--- src/rtl/reg_write_arbiter_pkg.sv ---
// Shared types for the register-file write arbiter.
// Holds the FSM encoding, ID/data widths and the buffered-result record.
package reg_write_arbiter_pkg;

   localparam int REG_ID_W = 5;
   localparam int DATA_W   = 32;

   typedef enum logic [1:0] {
      IDLE  = 2'd0,
      PEND  = 2'd1,
      FORCE = 2'd2
   } arb_state_t;

   typedef struct packed {
      logic [REG_ID_W-1:0] id;
      logic [DATA_W-1:0]   value;
   } wr_entry_t;

   // $0 is hardwired, so an ID of zero never names a real write
   function automatic logic live_id(input logic [REG_ID_W-1:0] id);
      return id != '0;
   endfunction

endpackage

--- src/rtl/reg_write_arbiter_result_fifo.sv ---
// Synchronous FIFO buffering multi-cycle unit results.
// Push is ignored when full, pop is ignored when empty.
module result_fifo
   import reg_write_arbiter_pkg::*;
#(
   parameter int DEPTH = 2
) (
   input  logic                         clock,
   input  logic                         reset,
   input  logic                         push,
   input  logic                         pop,
   input  wr_entry_t                    din,
   output wr_entry_t                    dout,
   output logic                         full,
   output logic                         empty,
   output logic [$clog2(DEPTH+1)-1:0]   count
);

   localparam int PTR_W = (DEPTH > 1) ? $clog2(DEPTH) : 1;
   localparam int CNT_W = $clog2(DEPTH + 1);

   wr_entry_t        mem [DEPTH];
   logic [PTR_W-1:0] wr_ptr;
   logic [PTR_W-1:0] rd_ptr;
   logic             do_push;
   logic             do_pop;

   function automatic logic [PTR_W-1:0] next_ptr(input logic [PTR_W-1:0] p);
      if (p == PTR_W'(DEPTH - 1)) begin
         return '0;
      end
      return p + PTR_W'(1);
   endfunction

   assign full    = (count == CNT_W'(DEPTH));
   assign empty   = (count == '0);
   assign do_push = push && !full;
   assign do_pop  = pop && !empty;
   assign dout    = mem[rd_ptr];

   always_ff @(posedge clock) begin
      if (do_push) begin
         mem[wr_ptr] <= din;
      end
   end

   always_ff @(posedge clock) begin
      if (reset) begin
         wr_ptr <= '0;
         rd_ptr <= '0;
         count  <= '0;
      end else begin
         if (do_push) begin
            wr_ptr <= next_ptr(wr_ptr);
         end
         if (do_pop) begin
            rd_ptr <= next_ptr(rd_ptr);
         end
         if (do_push && !do_pop) begin
            count <= count + CNT_W'(1);
         end else if (do_pop && !do_push) begin
            count <= count - CNT_W'(1);
         end
      end
   end

endmodule

--- src/rtl/reg_write_arbiter.sv ---
// Arbitrates the single register-file write port between pipeline
// writeback and buffered multi-cycle results, with a pending scoreboard.
module reg_write_arbiter
   import reg_write_arbiter_pkg::*;
#(
   parameter int FIFO_DEPTH   = 2,
   parameter int STARVE_LIMIT = 3
) (
   input  logic                clock,
   input  logic                reset,
   input  logic                wb_valid,
   input  logic [REG_ID_W-1:0] wb_reg_id,
   input  logic [DATA_W-1:0]   wb_value,
   input  logic                mdu_valid,
   input  logic [REG_ID_W-1:0] mdu_reg_id,
   input  logic [DATA_W-1:0]   mdu_value,
   output logic                mdu_ready,
   input  logic                issue_valid,
   input  logic [REG_ID_W-1:0] issue_reg_id,
   input  logic [REG_ID_W-1:0] rs_id,
   input  logic [REG_ID_W-1:0] rt_id,
   output logic                stall,
   output logic                rf_write,
   output logic [REG_ID_W-1:0] rf_write_id,
   output logic [DATA_W-1:0]   rf_write_value
);

   localparam int CNT_W = $clog2(FIFO_DEPTH + 1);
   localparam int SV_W  = $clog2(STARVE_LIMIT + 1);

   wr_entry_t   head;
   wr_entry_t   mdu_entry;
   logic        fifo_full;
   logic        fifo_empty;
   logic [CNT_W-1:0] fifo_count;

   logic        wb_sel;
   logic        push;
   logic        pop;
   logic        denied;
   logic        head_write;
   logic        last_pop;
   logic        starve_hit;

   logic [31:0] pending;
   logic [31:0] pending_next;
   logic [SV_W-1:0] starve;

   arb_state_t  state_q;
   arb_state_t  state_d;

   assign mdu_entry = '{id: mdu_reg_id, value: mdu_value};

   result_fifo #(
      .DEPTH (FIFO_DEPTH)
   ) u_fifo (
      .clock (clock),
      .reset (reset),
      .push  (push),
      .pop   (pop),
      .din   (mdu_entry),
      .dout  (head),
      .full  (fifo_full),
      .empty (fifo_empty),
      .count (fifo_count)
   );

   // ready comes from registered occupancy only, never from a same-cycle pop
   assign mdu_ready  = !fifo_full;
   assign push       = mdu_valid && mdu_ready;
   assign wb_sel     = wb_valid && live_id(wb_reg_id);
   assign pop        = !fifo_empty && !wb_sel;
   assign denied     = !fifo_empty && wb_sel;
   assign head_write = pop && live_id(head.id);

   always_comb begin
      rf_write       = 1'b0;
      rf_write_id    = '0;
      rf_write_value = '0;
      if (wb_sel) begin
         rf_write       = 1'b1;
         rf_write_id    = wb_reg_id;
         rf_write_value = wb_value;
      end else if (head_write) begin
         rf_write       = 1'b1;
         rf_write_id    = head.id;
         rf_write_value = head.value;
      end
   end

   // clear applied before set so a same-cycle reissue keeps the bit
   always_comb begin
      pending_next = pending;
      if (head_write) begin
         pending_next[head.id] = 1'b0;
      end
      if (issue_valid && live_id(issue_reg_id)) begin
         pending_next[issue_reg_id] = 1'b1;
      end
      pending_next[0] = 1'b0;
   end

   always_ff @(posedge clock) begin
      if (reset) begin
         pending <= '0;
      end else begin
         pending <= pending_next;
      end
   end

   always_ff @(posedge clock) begin
      if (reset) begin
         starve <= '0;
      end else if (pop) begin
         starve <= '0;
      end else if (denied && starve != SV_W'(STARVE_LIMIT)) begin
         starve <= starve + SV_W'(1);
      end
   end

   assign last_pop   = pop && !push && (fifo_count == CNT_W'(1));
   assign starve_hit = denied && (starve == SV_W'(STARVE_LIMIT - 1));

   always_ff @(posedge clock) begin
      if (reset) begin
         state_q <= IDLE;
      end else begin
         state_q <= state_d;
      end
   end

   always_comb begin
      state_d = state_q;
      unique case (state_q)
         IDLE: begin
            if (push) begin
               state_d = PEND;
            end
         end
         PEND: begin
            if (last_pop) begin
               state_d = IDLE;
            end else if (starve_hit) begin
               state_d = FORCE;
            end
         end
         FORCE: begin
            if (last_pop) begin
               state_d = IDLE;
            end else if (pop) begin
               state_d = PEND;
            end
         end
         default: state_d = IDLE;
      endcase
   end

   assign stall = pending[rs_id] | pending[rt_id] | (state_q == FORCE);

endmodule
--- config.mk ---
export PLATFORM = sky130hd
export DESIGN_NAME = reg_write_arbiter
export DESIGN_NICKNAME = d
export VERILOG_FILES = /design/src/rtl/reg_write_arbiter_pkg.sv /design/src/rtl/reg_write_arbiter_result_fifo.sv /design/src/rtl/reg_write_arbiter.sv
export SDC_FILE = /design/constraint.sdc
export NUM_CORES = 1
export LEC_CHECK = 0
export BUFFER_PORTS_ARGS = -buffer_cell sky130_fd_sc_hd__buf_2
export CORE_ASPECT_RATIO = 1.4
export CORE_UTILIZATION = 48
export DETAILED_ROUTE_END_ITERATION = 8
export GPL_TIMING_DRIVEN = 0
export PLACE_DENSITY = 0.77
export SLEW_MARGIN = 20
export SYNTH_ARGS = -nofsm -noshare
export SYNTH_HDL_FRONTEND = slang
export SYNTH_SLANG_ARGS = --single-unit
--- constraint.sdc ---
create_clock -name clock -period 2.6 [get_ports clock]
set_input_delay 0.13 -clock clock [delete_from_list [all_inputs] [get_ports clock]]
set_output_delay 0.13 -clock clock [all_outputs]
set_load 0.02 [all_outputs]
-- Yosys cells after proc, flatten, opt, wreduce, memory -nomap -nowiden
Memory sizes are Yosys's and may differ from the RTL's. A register that Yosys moved wholly into a read port is not among the register bits.
Index checks and enable logic that the tools add are counted.
- add/sub/neg operators: 5
- magnitude comparators: 6
- eq/ne operators: 9
- mux-type cells: 38
- bitwise operators: 5
- reductions and logical operators: 30
- operator list (kind ; count):
    two-way mux 32 bit ; 4
    bitwise AND 32 bit ; 1
    inverter 32 bit ; 1
    bitwise OR 32 bit ; 1
    < comparator 5 x 6 -> 1 bit, second input constant ; 4
    two-way mux 1 bit ; 20
    logical AND 1 bit ; 16
    nonzero test 5 bit ; 3
    two-way mux 2 bit ; 7
    binary-select mux 1 bit (select 5 bit) ; 2
    demux 1 bit (select 5 bit) ; 2
    >= comparator 5 x 1 -> 1 bit, second input constant ; 2
    two-way mux 5 bit ; 2
    == test 2 bit, second input constant ; 3
    logical NOT 1 bit ; 6
    inequality test 3 bit, second input constant ; 2
    one-hot mux 2 bit (3 select lines) ; 1
    adder 2 x 1 -> 2 bit, second input constant ; 2
    == test 2 x 1 -> 1 bit, second input constant ; 2
    logical NOT 2 bit ; 2
    inequality test 2 bit, second input constant ; 2
    AND reduction 3 bit ; 1
    adder 1 bit, second input constant ; 2
    bitwise OR 1 bit ; 2
    other kinds (3) ; 3
- flip-flop bits (word level): 40
- RAM bits: 74
- bits of input ports: 94
- output and inout bits: 40
- memories kept: 1
- memory list (memory ; words ; width ; rd ports ; clocked after memory_dff ; write ports ; RTL line ; RTL):
    u_fifo.mem ; 2 ; 37 ; 1 ; 1 ; 1 ; reg_write_arbiter_result_fifo.sv:22 ; wr_entry_t mem [DEPTH];

-- Depth between registers and ports, before layout
- depth in word-level cells: 10
- gate-level depth with buffers: 11
- depth with buffers taken out: 11

-- By module
A second synthesis with hierarchy kept.
- cells, all modules: 439
- area total of the unflattened synthesis: 5462.7 µm²
- modules (own cells, without submodules) (module ; instances ; cells each ; area each (µm²) ; sequential area each (µm²)):
    result_fifo ; 1 ; 140 ; 2884.0 ; 2322.2
    reg_write_arbiter ; 1 ; 299 ; 2578.7 ; 700.7

-- Least setup slack after synthesis
OpenSTA, ideal clock, no wires.
- path kind: register -> register
- start: register u_fifo.count[0]
- end: memory u_fifo.mem[0][0] in the netlist's numbering (enable)
- arrival time: 2.457 ns
- data required time: 2.169 ns
- slack: -0.288 ns
- cell stages (with the launch flop): 6
- clock period less this slack: 2.888 ns
- cells stage by stage: dfxtp_1 inv_1 ha_1 inv_1 nand2_1 nor2_1
- cells in the longest elaborated chain, start to end: 6
- ends and longest elaborated chain (item ; RTL line ; RTL):
    start: declaration ; reg_write_arbiter_result_fifo.sv:16 ; output logic [$clog2(DEPTH+1)-1:0] count
    start signal: assignment ; reg_write_arbiter_result_fifo.sv:60 ; count <= count + CNT_W'(1);
    start signal: assignment ; reg_write_arbiter_result_fifo.sv:62 ; count <= count - CNT_W'(1);
    == test 2 bit * ; reg_write_arbiter_result_fifo.sv:35 ; assign full = (count == CNT_W'(DEPTH));
    logical NOT 1 bit * ; reg_write_arbiter.sv:69 ; assign mdu_ready = !fifo_full;
    net mdu_ready ; reg_write_arbiter.sv:17 ; output logic mdu_ready,
    logical AND 1 bit ; reg_write_arbiter.sv:70 ; assign push = mdu_valid && mdu_ready;
    logical AND 1 bit * ; reg_write_arbiter_result_fifo.sv:37 ; assign do_push = push && !full;
    two-way mux 1 bit * ; reg_write_arbiter_result_fifo.sv:42 ; if (do_push) begin
    two-way mux 1 bit (implied by the code) * ; reg_write_arbiter_result_fifo.sv:43 ; mem[wr_ptr] <= din;
    end: declaration ; reg_write_arbiter_result_fifo.sv:22 ;
Mark *: on every way through the listed nets, which the timed path passes. The rest lies on a longest branch.

-- Worst setup path after layout
- start: register u_fifo.count[0]
- end: output rf_write_value[30]
- cells in the longest elaborated chain, start to end: 6
- ends and longest elaborated chain (item ; RTL line ; RTL):
    logical NOT 2 bit ; reg_write_arbiter_result_fifo.sv:36 ; assign empty = (count == '0);
    logical NOT 1 bit ; reg_write_arbiter.sv:72 ; assign pop = !fifo_empty && !wb_sel;
    logical AND 1 bit ; reg_write_arbiter.sv:72 ;
    logical AND 1 bit ; reg_write_arbiter.sv:74 ; assign head_write = pop && live_id(head.id);
    two-way mux 32 bit ; reg_write_arbiter.sv:84 ; end else if (head_write) begin
    two-way mux 32 bit ; reg_write_arbiter.sv:80 ; if (wb_sel) begin
    end: declaration ; reg_write_arbiter.sv:25 ; output logic [DATA_W-1:0] rf_write_value
Every way passes these cells.

==> impl_metrics.tcl <==
set metrics [dict create \
    place_area_mm2 0.006326 \
    synth_cell_types 47 \
    final_cell_mix "128 x buf_2, 82 x nand2_1, 74 x edfxtp_1" \
    viasPerCell 5.980 \
    timing.final.crit_share_pct 98.36 \
    n_antenna_cell 0 \
    numPortBuffers 127 \
    hpwl_um 10690 \
    grt_pass1_wl_um 26530 \
    chipWidth_um 92.06 \
    grt_pass1_vias 5146 \
    avgRoutedWirePerCell_um 20.41 \
    postRouteAntennaNets 0 \
    fin_skew_ns 0.009685 \
    place.gp.congestion 0.8912 \
    worstSetupPathType "flop to primary output" \
    async_reset_ff_share_pct 0 \
    cts_tree "built" \
    grtUsageTotal_pct 30.01 \
    drc 0 \
    syn_avg_cell_area_um2 11.01 \
    clkLatencyLatePin_ns 0.43 \
    synthFlopType "edfxtp_1" \
    cts.sinks 114 \
    tightest_slew_ns 0.9997 \
    clockRootBuffer "clkbuf_16" \
    io_pins 134 \
    n_fill_cell 771 \
    netlist_area_mm2 0.005450 \
    drive_gt1_share_pct 28.63 \
    grt_overflow 0 \
    drt_pass1_iterations 5 \
    whs_ns 0.01120 \
    vias 4999 \
    p_leak_uw 0.002856 \
    status "finished clean" \
    cp_max_fo 10 \
    drt_wl_total_um 17060 \
    dp.cells 765 \
    synth_seq_cells 114 \
    synth_edf_count 74 \
    grt_max_degree 21 \
    instances_no_fill 836 \
    maxSlewHeadroom_pct 33.09 \
    placementRows 45 \
    drtIter0Drc 387 \
    core-area_mm2 0.01092 \
    fin_crit_ns 2.557 \
    max_freq_mhz 391.0 \
    syn-instance-count 495 \
    dieArea_mm2 0.01179 \
    final_common_cell "buf_2" \
    syn_nets 596 \
    vdd_ir_drop_max_v 0.0007267 \
    power_density_mw_per_mm2 874.0 \
    clkSlewWorstSetupHoldPaths_ns 0.06 \
    start_util_pct 49.90 \
    final_area_mm2 0.007370 \
    hold_violations 0 \
    cts_buffer_depth 2 \
    antenna_found_initial 0 \
    start_kind "flop" \
    numCtsBuffers 17 \
    seq_area_frac_synth_pct 55.46 \
    areaGrowthSynthToFinish_pct 35.22 \
    die_y_um 128.1 \
    final-max-slew-violation-count 0 \
    fin_nets 783 \
    htreeDepth 4 \
    hold_path_class "input port to flop" \
    worst_setup_path_end_kind "primary output" \
    required_ns 2.47 \
    setup_violations 0 \
    crit_arrival_ns 2.43 \
    ys_warn_count 0 \
    cap_viol_max_count 0 \
]
-- area by class of cell --
cell class	count	area [µm²]	area share [%]
plain buffers	26	122.6	1.664
clock inverters	15	181.4	2.462
inverters	15	56.30	0.7640
flip-flops and latches	114	3023	41.02
multi-input cells	340	2308	31.32
repair buffers	168	1076	14.60
clock buffers	17	425.4	5.772
well taps	141	176.4	2.394
-- worst max-delay path: stages (launching register included) --
cell and delay [ns]:
dfxtp_1 0.37, inv_1 0.08, ha_1 0.26, inv_2 0.13, nand2_4 0.10, inv_2 0.13
o31ai_4 0.08, buf_4 0.18, clkbuf_2 0.19, o21ai_0 0.26, buf_2 0.21
-- kinds of logic (layout without fill, tap and decap cells) --
group | count (synthesis) | in the layout | share of synthesized area (%)
flops | 114 | 114 | 55.46
compound gates | 126 | 126 | 13.54
simple gates | 140 | 140 | 11.34
xor+xnor | 4 | 4 | 0.6429
mux | 63 | 63 | 14.39
buf+inv | 41 | 241 | 3.007
fa+ha+maj | 7 | 7 | 1.607
-- power by group --
part           switching, µW  leakage [µW]  internal, µW
Sequential               103       0.00102          2180
Clock                    900      0.000284          1510
Combinational           1130       0.00156           617
Total                   2130       0.00286          4310
-- final timing paths --
path,from,end,slack [ns],depth (start not counted)
setup / recovery,u_fifo.count[0]$_SDFFE_PP0P_,rf_write_value[30],0.04,10
hold / removal,issue_reg_id[1],pending[3]$_SDFF_PP0_,0.01,3
setup reg to reg,flop,pending[3]$_SDFF_PP0_,0.20,5
hold reg to reg,pending[6]$_SDFF_PP0_,pending[6]$_SDFF_PP0_,0.49,2
-- timing repair --
item	in CTS	in global routing
setup buffers	0	2
endpoints found under the setup margin	34	37
hold endpoints to repair	74	0
hold buffers	37	0
resized for setup	10	21
pin swaps	0	1
-- sequential cells by signal (all words and copies together) (netlist names), named ones only --
signal	cells
state_q	2
u_fifo.count	2
pending	31
u_fifo.wr_ptr	1
u_fifo.rd_ptr	1
u_fifo.mem	74
starve	2
-- cells in the mapped netlist, types with 4 or more instances --
master,count,area share (%)
a21oi_1,36,3.3
clkbuf_1,20,1.4
dfxtp_1,40,15
edfxtp_1,74,41
ha_1,7,1.6
inv_1,14,0.96
mux2i_1,48,8.8
mux4_2,12,5.0
nand2_1,82,5.6
nand2b_1,7,0.80
nor2_1,25,1.7
nor2b_1,6,0.69
nor3_1,4,0.37
o21ai_0,42,3.9
o21ai_1,14,1.3
o31ai_1,9,1.2
-- stage by stage --
stage / utilization (%) / setup slack [ns] / TNS, ns / total power [µW]
floorplan: - / 0.2823 / 0 / 3284
global placement: 57.35 / -0.1589 / -11.77 / 3762
detailed placement: 57.92 / -0.1176 / -0.6997 / 3860
CTS: 67.15 / 0.02550 / 0 / 6308
global route: 67.47 / -0.02190 / -0.1220 / 6644
finish: 67.47 / 0.04266 / 0 / 6441
-- metal layers --
layer / up-vias / part of all wire (%) / routed length (µm) / GRT usage, %
met4: 0 / 2.9 / 496 / 13.88
met1: 2414 / 35 / 5928 / 32.75
met5: - / 0 / 0 / 0
met2: 325 / 53 / 9092 / 53.78
met3: 57 / 9.0 / 1544 / 8.185
li1: 2203 / - / - / -
Power figures use the tool's default switching activity.
